## config.mk

```make
export PLATFORM = sky130hd
export DESIGN_NAME = ins_dispatch
export DESIGN_NICKNAME = d
export VERILOG_FILES = /design/src/rtl/ins_dispatch.sv
export SDC_FILE = /design/constraint.sdc
export NUM_CORES = 1
export LEC_CHECK = 0
export BUFFER_PORTS_ARGS = -buffer_cell sky130_fd_sc_hd__buf_2
export CAP_MARGIN = 15
export CELL_PAD_IN_SITES_DETAIL_PLACEMENT = 0
export CELL_PAD_IN_SITES_GLOBAL_PLACEMENT = 2
export CORE_MARGIN = 4
export CORE_UTILIZATION = 53
export DETAILED_ROUTE_END_ITERATION = 10
export GPL_ROUTABILITY_DRIVEN = 0
export PLACE_DENSITY = 0.87
export SETUP_SLACK_MARGIN = 0.5
export SYNTH_ARGS = -nofsm -noshare
export SYNTH_HDL_FRONTEND = slang
export SYNTH_SLANG_ARGS = --single-unit
```

## constraint.sdc

```tcl
create_clock -name clk -period 16.4 [get_ports clk]
set_input_delay 1.64 -clock clk [delete_from_list [all_inputs] [get_ports clk]]
set_output_delay 1.64 -clock clk [all_outputs]
set_load 0.02 [all_outputs]
```

## src/rtl/ins_dispatch.sv

```systemverilog
// Instruction front-end: classifies CFG/RD/WR/SYNC words, checks load/save
// opcodes against the current layer phase and buffers legal ones in two FWFT queues.

module ins_dispatch_fifo #(
    parameter int W     = 62,
    parameter int DEPTH = 8
) (
    input  logic                   clk,
    input  logic                   rst,
    input  logic                   push,
    input  logic                   pop,
    input  logic [W-1:0]           din,
    output logic [W-1:0]           dout,
    output logic                   valid,
    output logic                   full,
    output logic [$clog2(DEPTH):0] cnt
);
    localparam int AW = $clog2(DEPTH);

    logic [W-1:0]  mem_r [DEPTH];
    logic [AW-1:0] wptr_r;
    logic [AW-1:0] rptr_r;
    logic [AW:0]   cnt_r;
    logic          push_s;
    logic          pop_s;

    assign full   = (cnt_r == (AW+1)'(DEPTH));
    assign valid  = (cnt_r != (AW+1)'(0));
    assign push_s = push & ~full;
    assign pop_s  = pop & valid;
    assign dout   = mem_r[rptr_r];
    assign cnt    = cnt_r;

    // Storage array; contents beyond the occupancy window are never observed
    always_ff @(posedge clk) begin
        if (push_s) begin
            mem_r[wptr_r] <= din;
        end
    end

    // Read/write pointers wrap modulo DEPTH, occupancy tracks push minus pop
    always_ff @(posedge clk) begin
        if (!rst) begin
            wptr_r <= AW'(0);
            rptr_r <= AW'(0);
            cnt_r  <= (AW+1)'(0);
        end else begin
            if (push_s) begin
                wptr_r <= wptr_r + AW'(1);
            end
            if (pop_s) begin
                rptr_r <= rptr_r + AW'(1);
            end
            case ({push_s, pop_s})
                2'b10:   cnt_r <= cnt_r + (AW+1)'(1);
                2'b01:   cnt_r <= cnt_r - (AW+1)'(1);
                default: cnt_r <= cnt_r;
            endcase
        end
    end
endmodule

module ins_dispatch #(
    parameter int INS_W = 64,
    parameter int OP_W  = 4,
    parameter int LT_W  = 3,
    parameter int DEPTH = 8
) (
    input  logic                   clk,
    input  logic                   rst,
    input  logic [INS_W-1:0]       ins,
    input  logic                   ins_valid,
    output logic                   ins_ready,
    output logic [INS_W-3:0]       rd_ins,
    output logic                   rd_valid,
    input  logic                   rd_ready,
    output logic [INS_W-3:0]       wr_ins,
    output logic                   wr_valid,
    input  logic                   wr_ready,
    input  logic                   rd_busy,
    input  logic                   wr_busy,
    output logic [$clog2(DEPTH):0] rd_cnt,
    output logic [$clog2(DEPTH):0] wr_cnt,
    output logic [LT_W-1:0]        layer_type,
    output logic                   sync_done,
    output logic                   err,
    output logic [1:0]             err_code,
    input  logic                   err_clr
);
    localparam logic [1:0]      CLS_CFG  = 2'b00;
    localparam logic [1:0]      CLS_RD   = 2'b01;
    localparam logic [1:0]      CLS_WR   = 2'b10;
    localparam logic [1:0]      CLS_SYNC = 2'b11;
    localparam logic [LT_W-2:0] PH_ZERO  = (LT_W-1)'(0);
    localparam logic [LT_W-2:0] PH_TRAIN = (LT_W-1)'(2);
    localparam logic [LT_W-2:0] PH_BAD   = {(LT_W-1){1'b1}};

    // Load opcode legality for a given phase
    function automatic logic rd_legal(input logic [OP_W-1:0] op, input logic [LT_W-2:0] ph);
        logic ok;
        case (op)
            OP_W'(0), OP_W'(1), OP_W'(6), OP_W'(7): ok = 1'b1;
            OP_W'(2):                               ok = (ph != PH_ZERO);
            OP_W'(4), OP_W'(5):                     ok = (ph == PH_TRAIN);
            default:                                ok = 1'b0;
        endcase
        return ok;
    endfunction

    // Save opcode legality for a given phase
    function automatic logic wr_legal(input logic [OP_W-1:0] op, input logic [LT_W-2:0] ph);
        logic ok;
        case (op)
            OP_W'(0):           ok = (ph != PH_TRAIN);
            OP_W'(2), OP_W'(3): ok = (ph == PH_TRAIN);
            OP_W'(4), OP_W'(5): ok = 1'b1;
            default:            ok = 1'b0;
        endcase
        return ok;
    endfunction

    logic [1:0]       cls_s;
    logic [OP_W-1:0]  op_s;
    logic [LT_W-1:0]  cfg_lt_s;
    logic [INS_W-3:0] entry_s;
    logic [LT_W-2:0]  ph_s;
    logic             legal_s;
    logic             ready_s;
    logic             accept_s;
    logic             barrier_ok_s;
    logic             rd_push_s;
    logic             wr_push_s;
    logic             cfg_acc_s;
    logic             sync_acc_s;
    logic             ill_acc_s;
    logic [1:0]       new_code_s;
    logic             rd_full_s;
    logic             wr_full_s;

    logic [LT_W-1:0]  layer_type_r;
    logic             sync_done_r;
    logic             err_r;
    logic [1:0]       err_code_r;

    assign cls_s    = ins[INS_W-1 -: 2];
    assign op_s     = ins[INS_W-3 -: OP_W];
    assign cfg_lt_s = ins[LT_W-1:0];
    assign entry_s  = ins[INS_W-3:0];
    assign ph_s     = layer_type_r[LT_W-1:1];

    assign barrier_ok_s = ~rd_valid & ~wr_valid & ~rd_busy & ~wr_busy;

    // Word classification and legality against the current phase
    always_comb begin
        legal_s    = 1'b0;
        new_code_s = 2'b11;
        case (cls_s)
            CLS_CFG: begin
                legal_s    = (cfg_lt_s[LT_W-1:1] != PH_BAD);
                new_code_s = 2'b11;
            end
            CLS_RD: begin
                legal_s    = rd_legal(op_s, ph_s);
                new_code_s = 2'b01;
            end
            CLS_WR: begin
                legal_s    = wr_legal(op_s, ph_s);
                new_code_s = 2'b10;
            end
            CLS_SYNC: begin
                legal_s    = 1'b1;
                new_code_s = 2'b11;
            end
            default: begin
                legal_s    = 1'b0;
                new_code_s = 2'b11;
            end
        endcase
    end

    // Acceptance: illegal words are always swallowed; queue words depend on
    // fullness only (never on the pop side); barriers wait for a fully idle back end
    always_comb begin
        ready_s = 1'b0;
        if (!rst) begin
            ready_s = 1'b0;
        end else if (!legal_s) begin
            ready_s = 1'b1;
        end else begin
            case (cls_s)
                CLS_RD:  ready_s = ~rd_full_s;
                CLS_WR:  ready_s = ~wr_full_s;
                default: ready_s = barrier_ok_s;
            endcase
        end
    end

    assign accept_s   = ins_valid & ready_s;
    assign rd_push_s  = accept_s & legal_s & (cls_s == CLS_RD);
    assign wr_push_s  = accept_s & legal_s & (cls_s == CLS_WR);
    assign cfg_acc_s  = accept_s & legal_s & (cls_s == CLS_CFG);
    assign sync_acc_s = accept_s & (cls_s == CLS_SYNC);
    assign ill_acc_s  = accept_s & ~legal_s;
    assign ins_ready  = ready_s;

    ins_dispatch_fifo #(.W(INS_W-2), .DEPTH(DEPTH)) u_rd_q (
        .clk   (clk),
        .rst   (rst),
        .push  (rd_push_s),
        .pop   (rd_ready),
        .din   (entry_s),
        .dout  (rd_ins),
        .valid (rd_valid),
        .full  (rd_full_s),
        .cnt   (rd_cnt)
    );

    ins_dispatch_fifo #(.W(INS_W-2), .DEPTH(DEPTH)) u_wr_q (
        .clk   (clk),
        .rst   (rst),
        .push  (wr_push_s),
        .pop   (wr_ready),
        .din   (entry_s),
        .dout  (wr_ins),
        .valid (wr_valid),
        .full  (wr_full_s),
        .cnt   (wr_cnt)
    );

    // Layer type, barrier completion pulse and sticky error capture
    always_ff @(posedge clk) begin
        if (!rst) begin
            layer_type_r <= LT_W'(0);
            sync_done_r  <= 1'b0;
            err_r        <= 1'b0;
            err_code_r   <= 2'b00;
        end else begin
            if (cfg_acc_s) begin
                layer_type_r <= cfg_lt_s;
            end
            sync_done_r <= sync_acc_s;
            if (ill_acc_s) begin
                err_r <= 1'b1;
                // only the first error since the last clear is kept
                if (!err_r || err_clr) begin
                    err_code_r <= new_code_s;
                end
            end else if (err_clr) begin
                err_r      <= 1'b0;
                err_code_r <= 2'b00;
            end
        end
    end

    assign layer_type = layer_type_r;
    assign sync_done  = sync_done_r;
    assign err        = err_r;
    assign err_code   = err_code_r;
endmodule

```

* Yosys cells after proc, flatten, opt, wreduce, memory -nomap -nowiden
Memories as Yosys holds them, arrays and structs flattened. A register that Yosys moved wholly into a read port is not among the register bits.
Cells that the tools add are included.
** Cells by class
- $add $sub $neg :: 8
- $mul :: 0
- Divide/modulo/power cells :: 0
- Magnitude comparators :: 0
- Eq/ne operators :: 20
- Shift-type cells :: 0
- Muxes and demuxes :: 22
- Bitwise gates (word level) :: 21
- Reductions and logical operators :: 15
** Operator list (number)
- $eq A4 B3 Y1 const B :: 4
- $pmux W4 S2 :: 2
- $and A1 B1 Y1 :: 14
- $add A3 B1 Y3 const B :: 4
- $mux W3 :: 4
- $eq A2 B2 Y1 const B :: 5
- $add A4 B1 Y4 const B :: 2
- $eq A4 B2 Y1 const B :: 2
- $eq A4 B4 Y1 const B :: 2
- $mux W1 :: 8
- $reduce_bool A2 Y1 :: 4
- $reduce_bool A4 Y1 :: 2
- $sub A4 B1 Y4 const B :: 2
- $not A1 Y1 :: 7
- $eq A2 B1 Y1 const B :: 3
- $mux W2 :: 3
- $pmux W1 S3 :: 2
- $pmux W2 S3 :: 1
- $reduce_or A2 Y1 :: 3
- $eq A4 B1 Y1 const B :: 1
- $logic_not A4 Y1 :: 1
- $ne A2 B2 Y1 const B :: 2
- $pmux W1 S4 :: 1
- $reduce_or A4 Y1 :: 1
- 6 further kinds :: 6
** Storage, ports and cells
- Bits in registers :: 27
- Bits in latches :: 0
- Bits in writable memories :: 992
- Memory bits (read-only) :: 0
- Input port bits :: 72
- Output and inout port bits :: 142
- Word-level logic and storage cells :: 98
- Memories kept :: 2
** Memories
- u_rd_q.mem_r :: words 8, bits a word 62, rd ports 1, clocked after Yosys merged registers in 1, wr ports 1, line 20 : logic [W-1:0] mem_r [DEPTH];
- u_wr_q.mem_r :: words 8, bits a word 62, rd ports 1, clocked after Yosys merged registers in 1, wr ports 1, line 20

* Logic depth before layout (Yosys ltp)
Gate-level depths: netlist of the first run.
- Depth in word-level cells :: 14
- Depth in mapped cells :: 14
- Mapped depth without buffers :: 13

* By module
Synthesis of the first run repeated with hierarchy kept, for this count alone.
** Second synthesis, totals
- Cells, all modules :: 1640
- Area, all modules :: 39723.1 um2
** Modules (own cells, without submodules)
- ins_dispatch_fifo :: times used 2, cells each 792, area an instance 19618.8 um2, sequential area each 15154.5 um2
- ins_dispatch :: times used 1, cells each 56, area an instance 485.5 um2, sequential area each 140.1 um2

* Worst setup path before layout of the first run
Ideal clock, no wire load.
- Kind :: input-to-reg
- Start point :: input ins[62]
- End point :: memory u_wr_q.mem_r[2][0] (enable)
- Setup time :: 0.657 ns
- Arrival time :: 9.343 ns
- Data required time :: 15.743 ns
- Setup slack :: 6.400 ns
- Stages on the path :: 7
- Path buffers :: 0
- Cells stage by stage :: inv_1 > ha_1 > nor2b_1 > or4b_2 > o211ai_2 > nand2_1 > nor4b_1
** On the way
- Word-level cells in the longest chain between the ends :: 10
- Elaborated cells between the ends (all ways) :: 14
- Those cells by class :: 3 x eq/ne; 6 x mux; 4 x bitwise; 1 x reduce/logical
** RTL lines
- from (decl) :: line 71 : input logic [INS_W-1:0] ins,
- $eq A2 B2 Y1 (tied with other cells) :: line 157 : case (cls_s)
- $pmux W1 S4 or $pmux W1 S2 (tied branches) :: line 157, 190
- $mux W1 :: line 187 : end else if (!legal_s) begin
- $mux W1 :: line 185 : if (!rst) begin
- $and A1 B1 Y1 :: line 198 : assign accept_s = ins_valid & ready_s;
- $and A1 B1 Y1 :: line 200 : assign wr_push_s = accept_s & legal_s & (cls_s == CLS_WR);
- $and A1 B1 Y1 (*) :: line 200
- $and A1 B1 Y1 (*) :: line 29 : assign push_s = push & ~full;
- $mux W1 (*) :: line 36 : if (push_s) begin
- $mux W1 (implied by the code) (*) :: line 37 : mem_r[wptr_r] <= din;
- to (decl) :: line 20
Every way passes the cells marked *; elsewhere a longest branch is shown, timed or not.

==> metrics.json, run 1 <==
{
  "drt": {
    "drt-total-wl_um": 81000,
    "drtAntennaViolNets": 0,
    "post-route-drc-count": 0,
    "routed_wire_length_per_instance_um": 27.4,
    "vias": 17700,
    "drtPass1Iterations": 5,
    "drt_iter0_markers": 1848,
    "detail_route.vias_per_cell": 6.00
  },
  "sta": {
    "fin_crit_sh_pct": 36.6,
    "final-max-slew-violation-count": 0,
    "setup_ws_ps": 10400,
    "rsz0062_at_grt": "no",
    "finalWorstPathRequiredPeriod_ps": 6000,
    "timing.clock.skew_ps": 32.0,
    "timing.slew.headroom_pct": 24.8,
    "fmax_mhz": 167,
    "finalSetupViolations": 0,
    "finalHoldWorstSlack_ps": 484,
    "worst-slew-pin-transition_ps": 1130,
    "final-hold-violation-count": 0,
    "fin_setup_tns_ps": 0
  },
  "min_path": {
    "hold_path_class": "flip-flop to flip-flop"
  },
  "clock_network": {
    "postCtsHoldBufs": 0,
    "cts.sinks": 1025,
    "clock-root-buffer": "clkbuf_16",
    "cts_max_path_buffers": 3,
    "clkTransAtPathRegs_ps": 60,
    "post_cts_resize_count": 0,
    "cts_made_buffers": 98,
    "tritoncts_clock_tree": "built",
    "clkLatencyLatePin_ps": 650,
    "cts_max_level": 3,
    "cts_setup_buffers": 0
  },
  "die": {
    "top_level_ports": 214,
    "fp.dieH_um": 279,
    "die_area_um2": 77900,
    "die_width_um": 279,
    "core-area_um2": 73000,
    "fp-row-count": 99,
    "start_util_pct": 53.4
  },
  "placement": {
    "dp_hpwl_um": 45400,
    "placement.io_buffers": 213,
    "minimum_setup_slack_after_placement_ps": 10870
  },
  "yosys": {
    "synthSimpleGateAreaFrac_pct": 1.33,
    "post_synth_num_cell_types": 49,
    "synth.area.mux_share_pct": 18.3,
    "synth-seq-cells": 1025,
    "post_synth_inst_count": 1644,
    "ys_async_sr_fraction_pct": 0,
    "yosysTopAreaCell": "edfxtp_1",
    "synth_edf_count": 992,
    "main_combinational_cell_family_by_area_after_synthesis": "multiplexers",
    "synth_ff_type": "edfxtp_1",
    "synth.yosys.warnings": 0,
    "synth_xor_xnor_area_share_pct": 0.247,
    "synth.net_count": 1731,
    "yosysSeqAreaShare_pct": 78.2,
    "average_size_of_a_mapped_cell_um2": 23.7,
    "synth_top_area_share_pct": 76.5,
    "yosys.area_share.adder_pct": 0.482,
    "synth.top_cells.by_area": "edfxtp_1 76%, mux4_2 14%, mux2_2 3.6%",
    "post_synthesis_instance_area_um2": 39000,
    "synth_compound_area_share_pct": 0.575
  },
  "cells_and_area": {
    "layout_commonest_cell": "edfxtp_1",
    "multiInputGateArea_um2": 8240,
    "filler_cell_count_in_the_final_layout": 4882,
    "layout-drive-gt1-share_pct": 39.3,
    "layout.nets": 1999,
    "areaGrowthSynthToFinish_pct": 14.0,
    "ff_latch_area_um2": 30500,
    "most_used_cells_in_the_layout_excluding_fill_and_tap_cells": "992 x edfxtp_1, 248 x mux4_2, 213 x buf_2"
  },
  "power": {
    "cell_pwr_density_nw_per_um2": 117,
    "irDropWorstVdd_uv": 81.3,
    "totalPowerFinal_mw": 5.22,
    "p_leak_nw": 13.9
  },
  "critical_path": {
    "r2r_setup_slack_ps": 12290,
    "worst_setup_path_end_kind": "output port",
    "crit_type": "flip-flop to output port",
    "startpoint_type": "flip-flop",
    "required_ps": 14760,
    "cp_data_arrival_time_ps": 4360,
    "cp_max_fo": 49
  },
  "job": {
    "maxCapViolations": 0
  },
  "global_route": {
    "globalRouteTotalUtil_pct": 20.9,
    "wire_length_of_the_first_global_routing_pass_um": 122000,
    "grt_remaining_overflow": 0,
    "grt_pass1_vias": 19000,
    "grt_max_degree": 77,
    "grt_antenna_before_repair": 6
  },
  "outcome": {
    "outcome": "finished clean"
  }
}
[layout make-up]
cell class | count | share of cell area, %
clock buffers | 120 | 5.76
clock inverters | 63 | 1.31
diodes | 2 | 0.0113
repair buffers | 247 | 2.97
inverters | 9 | 0.0761
flip-flops and latches | 1025 | 68.6
multi-input cells | 531 | 18.6
well taps | 959 | 2.70
[registers in the layout, summed over array words and instances (netlist names), named ones only]
signal,count
u_rd_q.mem_r,496
u_wr_q.mem_r,496
u_rd_q.cnt,4
u_wr_q.cnt,4
layer_type,3
u_rd_q.rptr_r,3
u_rd_q.wptr_r,3
u_wr_q.rptr_r,3
u_wr_q.wptr_r,3
err_code,2
err,1
sync_done,1
[final timing paths]
| check | startpoint | to | cells past startpoint |
|---|---|---|---|
| setup / recovery | flip-flop | wr_ins[42] | 5 |
| hold / removal | layer_type[0] | layer_type[0] | 2 |
| setup reg to reg | u_wr_q.cnt[0] | u_rd_q.mem_r[4][23] | 6 |
| hold reg to reg | layer_type[0] | layer_type[0] | 2 |
[per-stage QoR]
| step | std cells | instance area [um^2] | util [%] |
|---|---|---|---|
| floorplan | 1644 | 39000 | - |
| global placement | 2771 | 41300 | 56.6 |
| detailed placement | 2771 | 41300 | 56.6 |
| CTS | 2954 | 44400 | 60.9 |
| global route | 2955 | 44400 | 60.9 |
| finish | 2956 | 44400 | 60.9 |
[power breakdown]
| part | internal (mW) | switching, mW | total [mW] | leakage (nW) |
|---|---|---|---|---|
| Combinational | 0.0546 | 0.0888 | 0.143 | 3.22 |
| Clock | 1.27 | 0.926 | 2.19 | 1.53 |
| Sequential | 2.87 | 0.00722 | 2.88 | 9.19 |
| Total | 4.19 | 1.02 | 5.22 | 13.9 |
[synthesized netlist by cell type, types with 5 or more instances]
library cell,number
a21boi_0,6
inv_1,9
mux4_2,248
nand3_1,8
edfxtp_1,992
buf_1,17
xnor2_1,7
buf_2,13
clkbuf_1,46
nor2_1,7
ha_1,15
mux2i_1,13
and2_1,9
dfxtp_1,33
nor2b_1,7
o21ai_0,5
mux2_2,124
nand2_1,28
[critical path, stage by stage, from the launching register on]
cell	delay (ps)
dfxtp_4	830
buf_4	880
buf_4	770
mux4_2	600
mux2_2	310
buf_2	170
[per-layer routing]
layer  up-vias  GRT usage, %  wire, um
met5         -             0        41
li1       7500             -         -
met3        87          3.69      5650
met1      9436          30.5     33600
met2       709          33.5     40200
met4         6          5.32      1470
[logic make-up after synthesis]
logic type      Yosys count
simple gates             90
buf+inv                  88
flops                  1025
mux                     385
xor+xnor                 11
compound gates           30
fa+ha+maj                15
No activity file was read; power rests on OpenSTA's default activity.
==> inputs of run 2 (changes only) <==
--- a/config.mk
+++ b/config.mk
@@ -10,10 +10,10 @@
 export CELL_PAD_IN_SITES_DETAIL_PLACEMENT = 0
 export CELL_PAD_IN_SITES_GLOBAL_PLACEMENT = 2
 export CORE_MARGIN = 4
-export CORE_UTILIZATION = 53
+export CORE_UTILIZATION = 49
 export DETAILED_ROUTE_END_ITERATION = 10
 export GPL_ROUTABILITY_DRIVEN = 0
-export PLACE_DENSITY = 0.87
+export PLACE_DENSITY = 0.81
 export SETUP_SLACK_MARGIN = 0.5
 export SYNTH_ARGS = -nofsm -noshare
 export SYNTH_HDL_FRONTEND = slang
==> constraint.sdc (replaced) <==
create_clock -name clk -period 5.95 [get_ports clk]
set_input_delay 0.595 -clock clk [delete_from_list [all_inputs] [get_ports clk]]
set_output_delay 0.595 -clock clk [all_outputs]
set_load 0.02 [all_outputs]
==> metrics.json, run 2 (synthesis gave the netlist of run 1 again) <==
{
  "cells_and_area": {
    "layout-drive-gt1-share": {"value": 39.5, "unit": "%", "change": "+0.18 points"},
    "layout.nets": {"value": 2002, "change": "+0.15%"},
    "layout_commonest_cell": "edfxtp_1",
    "most_used_cells_in_the_layout_excluding_fill_and_tap_cells": "992 x edfxtp_1, 248 x mux4_2, 213 x buf_2",
    "filler_cell_count_in_the_final_layout": {"value": 5703, "change": "+17%"},
    "top_regs": "u_rd_q.mem_r x496, u_wr_q.mem_r x496",
    "areaGrowthSynthToFinish_pct": 15.1
  },
  "clock_network": {
    "clkTransAtPathRegs": {"value": 60, "unit": "ps", "change": "about the same"},
    "cts_max_level": {"value": 3, "change": "unchanged"},
    "clock-root-buffer": "clkbuf_16",
    "cts_max_path_buffers": {"value": 3, "change": "unchanged"},
    "postCtsHoldBufs": {"value": 0, "change": "unchanged"},
    "cts_setup_buffers": {"value": 0, "change": "unchanged"},
    "post_cts_resize_count": {"value": 0, "change": "unchanged"},
    "tritoncts_clock_tree": "built",
    "clkLatencyLatePin": {"value": 650, "unit": "ps", "change": "about the same"},
    "cts_made_buffers": {"value": 100, "change": "+2.0%"},
    "cts.sinks": {"value": 1025, "change": "unchanged"}
  },
  "die": {
    "start_util": {"value": 49.4, "unit": "%", "change": "-4.0 points"},
    "die_area": {"value": 84100, "unit": "um^2", "change": "+7.9%"},
    "top_level_ports": {"value": 214, "change": "unchanged"},
    "die_width": {"value": 290, "unit": "um", "change": "+3.9%"},
    "fp.dieH": {"value": 290, "unit": "um", "change": "+3.9%"},
    "fp-row-count": {"value": 103, "change": "+4.0%"},
    "core-area": {"value": 78900, "unit": "um^2", "change": "+8.1%"}
  },
  "sta": {
    "timing.slew.headroom": {"value": 20.5, "unit": "%", "change": "-4.2 points"},
    "finalWorstPathRequiredPeriod_ps": 3870,
    "finalSetupViolations": {"value": 0, "change": "unchanged"},
    "fmax_mhz": 259,
    "setup_ws": {"value": 2080, "unit": "ps", "change": "-8320 ps"},
    "worst-slew-pin-transition": {"value": 1190, "unit": "ps", "change": "+63.4 ps"},
    "final-max-slew-violation-count": {"value": 0, "change": "unchanged"},
    "final-hold-violation-count": {"value": 0, "change": "unchanged"},
    "timing.clock.skew": {"value": 25.6, "unit": "ps", "change": "-6.43 ps"},
    "fin_crit_sh_pct": 65.0,
    "finalHoldWorstSlack": {"value": 236, "unit": "ps", "change": "-247 ps"},
    "rsz0062_at_grt": "no",
    "fin_setup_tns": {"value": 0, "unit": "ps", "change": "unchanged"}
  },
  "power": {
    "cell_pwr_density": {"value": 325, "unit": "nW/um^2", "change": "+180%"},
    "irDropWorstVdd": {"value": 196, "unit": "uV", "change": "+140%"},
    "p_leak": {"value": 14.0, "unit": "nW", "change": "+0.52%"}
  },
  "drt": {
    "vias": {"value": 17600, "change": "-1.0%"},
    "drt-total-wl": {"value": 81900, "unit": "um", "change": "+1.0%"},
    "routed_wire_length_per_instance": {"value": 26.9, "unit": "um", "change": "-2.0%"},
    "drtAntennaViolNets": {"value": 0, "change": "unchanged"},
    "drt_iter0_markers": {"value": 1557, "change": "-16%"},
    "detail_route.vias_per_cell": {"value": 5.76, "change": "-4.0%"},
    "post-route-drc-count": {"value": 0, "change": "unchanged"},
    "drtPass1Iterations": {"value": 5, "change": "unchanged"}
  },
  "placement": {
    "dp_hpwl": {"value": 46700, "unit": "um", "change": "+2.8%"},
    "minimum_setup_slack_after_placement": {"value": 1640, "unit": "ps", "change": "-9240 ps"},
    "placement.io_buffers": {"value": 213, "change": "unchanged"}
  },
  "critical_path": {
    "cp_data_arrival_time": {"value": 3270, "unit": "ps", "change": "-1090 ps"},
    "startpoint_type": "flip-flop",
    "crit_type": "flip-flop to output port",
    "cp_max_fo": {"value": 62, "change": "+27%"},
    "required": {"value": 5360, "unit": "ps", "change": "-9400 ps"},
    "worst_setup_path_end_kind": "output port"
  },
  "job": {
    "maxCapViolations": {"value": 0, "change": "unchanged"}
  },
  "global_route": {
    "wire_length_of_the_first_global_routing_pass": {"value": 122000, "unit": "um", "change": "+0.35%"},
    "grt_max_degree": {"value": 125, "change": "+62%"},
    "grt_antenna_before_repair": {"value": 2, "change": "-4"},
    "globalRouteTotalUtil": {"value": 19.4, "unit": "%", "change": "-1.5 points"},
    "grt_pass1_vias": {"value": 18500, "change": "-2.7%"},
    "grt_remaining_overflow": {"value": 0, "change": "unchanged"}
  },
  "outcome": {
    "outcome": "finished clean"
  },
  "min_path": {
    "hold_path_class": "input pin to flip-flop"
  }
}
==> run 2: changes by cell type in the layout (fill, tap and decap cells not counted), moves of 3 or more <==
cell       before  now
buf_4          34   25
buf_12          0   10
nor4_2          4    0
clkbuf_1       21   18
clkbuf_16      99  103
inv_6           5    2
nor4_4          0    4
==> run 2: path summary, 6_finish.rpt <==
| kind | cells after the start | from | to | slack (ps) |
|---|---|---|---|---|
| max reg2reg | 6 | u_wr_q.cnt[0] | u_rd_q.mem_r[5][22] | 2100 |
| min reg2reg | 2 | layer_type[0] | layer_type[0] | 460 |
| min | 3 | err_clr | err_code[0] | 240 |
| max | 4 | flip-flop | rd_ins[55] | 2080 |
==> run 2: layout make-up <==
cell class	instances	area [um^2]	area share (%)
timing repair buffer	248	1450	3.24
clock buffer	121	2650	5.90
inverter	9	33.8	0.0754
multi-input combinational	531	8300	18.5
antenna	2	5.00	0.0112
tap	1050	1310	2.93
clock inverter	62	601	1.34
sequential	1025	30500	68.0
==> run 2: power by group <==
part / switching (mW) / internal, mW
combinational: 0.253 / 0.152
clock: 2.55 / 3.67
sequential: 0.0190 / 7.92
total: 2.82 / 11.7
==> run 2: metal layers <==
metal  up-vias  wire length, um  track usage, %
li1       7512                -               -
met1      9390            35000            28.0
met2       560            40300            31.4
met4         4             1150            4.35
met5         -               34               0
met3        95             5360            3.80
==> run 2: critical path, cell delays in order, from the launching register on <==
cell     delay, ps
dfxtp_4        950
buf_12         500
mux4_2         580
mux2_2         310
buf_2          170
==> run 2: stage by stage <==
stage	total power [mW]	util [%]	area (um^2)	instances
2_1_floorplan	8.30	-	39000	1644
3_3_place_gp	8.49	52.7	41600	2863
3_5_place_dp	8.50	52.7	41600	2863
4_1_cts	14.7	56.8	44800	3046
5_1_grt	15.0	56.8	44800	3046
6_report	14.6	56.8	44800	3048
==> inputs of run 3 (changes only) <==
==> constraint.sdc (replaced) <==
create_clock -name clk -period 3.82 [get_ports clk]
set_input_delay 0.382 -clock clk [delete_from_list [all_inputs] [get_ports clk]]
set_output_delay 0.382 -clock clk [all_outputs]
set_load 0.02 [all_outputs]
==> metrics.json, run 3 (synthesis gave the netlist of run 1 again) <==
{
  "die": {
    "die_area": {"value": 84100, "unit": "um^2", "change": "unchanged"},
    "top_level_ports": {"value": 214, "change": "unchanged"},
    "core-area": {"value": 78900, "unit": "um^2", "change": "unchanged"},
    "die_width": {"value": 290, "unit": "um", "change": "unchanged"},
    "fp-row-count": {"value": 103, "change": "unchanged"},
    "fp.dieH": {"value": 290, "unit": "um", "change": "unchanged"},
    "start_util": {"value": 49.4, "unit": "%", "change": "unchanged"}
  },
  "drt": {
    "detail_route.vias_per_cell": {"value": 5.72, "change": "-0.67%"},
    "drtAntennaViolNets": {"value": 0, "change": "unchanged"},
    "drtPass1Iterations": {"value": 5, "change": "unchanged"},
    "drt-total-wl": {"value": 79000, "unit": "um", "change": "-3.5%"},
    "post-route-drc-count": {"value": 0, "change": "unchanged"},
    "drt_iter0_markers": {"value": 1656, "change": "+6.4%"},
    "routed_wire_length_per_instance": {"value": 25.8, "unit": "um", "change": "-3.9%"},
    "vias": {"value": 17500, "change": "-0.24%"}
  },
  "global_route": {
    "grt_remaining_overflow": {"value": 0, "change": "unchanged"},
    "grt_antenna_before_repair": {"value": 2, "change": "unchanged"},
    "grt_pass1_vias": {"value": 18700, "change": "+1.3%"},
    "grt_max_degree": {"value": 125, "change": "unchanged"},
    "globalRouteTotalUtil": {"value": 18.8, "unit": "%", "change": "-0.61 points"},
    "wire_length_of_the_first_global_routing_pass": {"value": 120000, "unit": "um", "change": "-1.6%"}
  },
  "critical_path": {
    "cp_max_fo": {"value": 7, "change": "-89%"},
    "required": {"value": 4400, "unit": "ps", "change": "-960 ps"},
    "worst_setup_path_end_kind": "flip-flop",
    "startpoint_type": "flip-flop",
    "cp_data_arrival_time": {"value": 3750, "unit": "ps", "change": "+480 ps"},
    "crit_type": "flip-flop to flip-flop",
    "rr_worst_depth": {"value": 11, "change": "+5"}
  },
  "placement": {
    "placed_area": {"value": 41900, "unit": "um^2", "change": "+0.82%"},
    "placement.io_buffers": {"value": 213, "change": "unchanged"},
    "minimum_setup_slack_after_placement": {"value": 128, "unit": "ps", "change": "-1510 ps"},
    "dp_hpwl": {"value": 44600, "unit": "um", "change": "-4.4%"}
  },
  "outcome": {
    "outcome": "finished clean"
  },
  "sta": {
    "setup_ws": {"value": 649, "unit": "ps", "change": "-1430 ps"},
    "finalWorstPathRequiredPeriod_ps": 3170,
    "timing.slew.headroom": {"value": 23.0, "unit": "%", "change": "+2.5 points"},
    "finalSetupViolations": {"value": 0, "change": "unchanged"},
    "final-hold-violation-count": {"value": 0, "change": "unchanged"},
    "final-max-slew-violation-count": {"value": 0, "change": "unchanged"},
    "fin_crit_sh_pct": 83.0,
    "fmax_mhz": 315,
    "worst-slew-pin-transition": {"value": 1150, "unit": "ps", "change": "-37.3 ps"},
    "timing.clock.skew": {"value": 23.5, "unit": "ps", "change": "-2.03 ps"},
    "rsz0062_at_grt": "yes"
  },
  "cells_and_area": {
    "filler_cell_count_in_the_final_layout": {"value": 5651, "change": "-0.91%"},
    "finish.instance_area": {"value": 45400, "unit": "um^2", "change": "+1.2%"},
    "layout_commonest_cell": "edfxtp_1",
    "final_util": {"value": 57.5, "unit": "%", "change": "+0.68 points"},
    "most_used_cells_in_the_layout_excluding_fill_and_tap_cells": "992 x edfxtp_1, 248 x mux4_2, 213 x buf_2",
    "areaGrowthSynthToFinish_pct": 16.4,
    "top_regs": "u_rd_q.mem_r x496, u_wr_q.mem_r x496",
    "layout-drive-gt1-share": {"value": 40.2, "unit": "%", "change": "+0.69 points"},
    "layout.nets": {"value": 2013, "change": "+0.55%"}
  },
  "clock_network": {
    "clkLatencyLatePin": {"value": 660, "unit": "ps", "change": "about the same"},
    "cts_max_level": {"value": 3, "change": "unchanged"},
    "clock-root-buffer": "clkbuf_16",
    "tritoncts_clock_tree": "built",
    "cts.sinks": {"value": 1025, "change": "unchanged"},
    "clkTransAtPathRegs": {"value": 60, "unit": "ps", "change": "about the same"},
    "cts_max_path_buffers": {"value": 3, "change": "unchanged"},
    "cts_made_buffers": {"value": 101, "change": "+1.0%"}
  },
  "min_path": {
    "hold_path_class": "input pin to flip-flop",
    "timing.hold.worst_path_depth": {"value": 1, "change": "-2"}
  },
  "power": {
    "cell_pwr_density": {"value": 505, "unit": "nW/um^2", "change": "+55%"},
    "irDropWorstVdd": {"value": 386, "unit": "uV", "change": "+97%"},
    "p_leak": {"value": 14.2, "unit": "nW", "change": "+1.3%"}
  },
  "job": {
    "maxCapViolations": {"value": 0, "change": "unchanged"}
  }
}
[run 3: changes by cell type in the layout (fill, tap and decap cells not counted), moves of 3 or more]
cell / previous run / this run
clkbuf_1: 18 / 21
buf_12: 10 / 34
clkinvlp_4: 3 / 6
clkinv_1: 26 / 19
nor3_4: 2 / 6
nor3_2: 4 / 0
buf_4: 25 / 9
[run 3: worst paths after layout]
check,from,end,slack (ps)
min,ins[44],u_rd_q.mem_r[2][44],110
max reg2reg,u_rd_q.cnt[0],u_rd_q.cnt[2],650
min reg2reg,layer_type[0],layer_type[0],460
max,u_rd_q.cnt[0],u_rd_q.cnt[2],650
[run 3: power by group]
| group | switching [mW] | internal [mW] |
|---|---|---|
| sequential | 0.0201 | 12.3 |
| combinational | 0.400 | 0.251 |
| clock | 4.04 | 5.87 |
| total | 4.47 | 18.5 |
[run 3: metrics by stage]
stage | power (mW) | TNS [ps] | instances | hold WS [ps]
floorplan | 12.9 | -305040 | 1644 | 460
CTS | 23.1 | 0 | 3058 | 61.4
finish | 22.9 | 0 | 3061 | 108
global route | 23.7 | 0 | 3059 | 92.3
detailed placement | 13.3 | 0 | 2868 | 451
global placement | 13.2 | 0 | 2868 | 442
[run 3: repair_timing]
| item | 4_1_cts | 5_1_grt |
|---|---|---|
| endpoints found under the setup margin | 54 | 59 |
| hold buffers | 2 | 0 |
| pin swaps | 1 | 2 |
| endpoints found under the hold margin | 3 | 0 |
| setup buffers | 2 | 1 |
| resized for setup | 0 | 3 |
[run 3: final cells by class]
| class | count | area [um^2] | share of cell area [%] |
|---|---|---|---|
| clock inverters | 63 | 738 | 1.63 |
| clock buffers | 123 | 2630 | 5.80 |
| flip-flops and latches | 1025 | 30500 | 67.2 |
| inverters | 9 | 33.8 | 0.0745 |
| repair buffers | 258 | 1830 | 4.04 |
| well taps | 1050 | 1310 | 2.90 |
| diodes | 2 | 5.00 | 0.0110 |
| multi-input cells | 531 | 8330 | 18.4 |
[run 3: metal layers]
layer  vias to the layer above  GRT usage (%)  wire (um)
met3                       102           3.57       4480
met5                         -              0         13
li1                       7529              -          -
met1                      9377           26.8      33600
met2                       508           30.4      39400
met4                         2           5.01       1530
[run 3: critical path, stage by stage (launching register included)]
cell	delay, ps
dfxtp_1	380
or4_4	590
o41a_1	420
nor3_4	230
nand2_1	110
ha_1	280
xor2_1	170
ha_1	190
a21oi_1	140
xor2_1	90
or3_1	310
a21boi_0	170
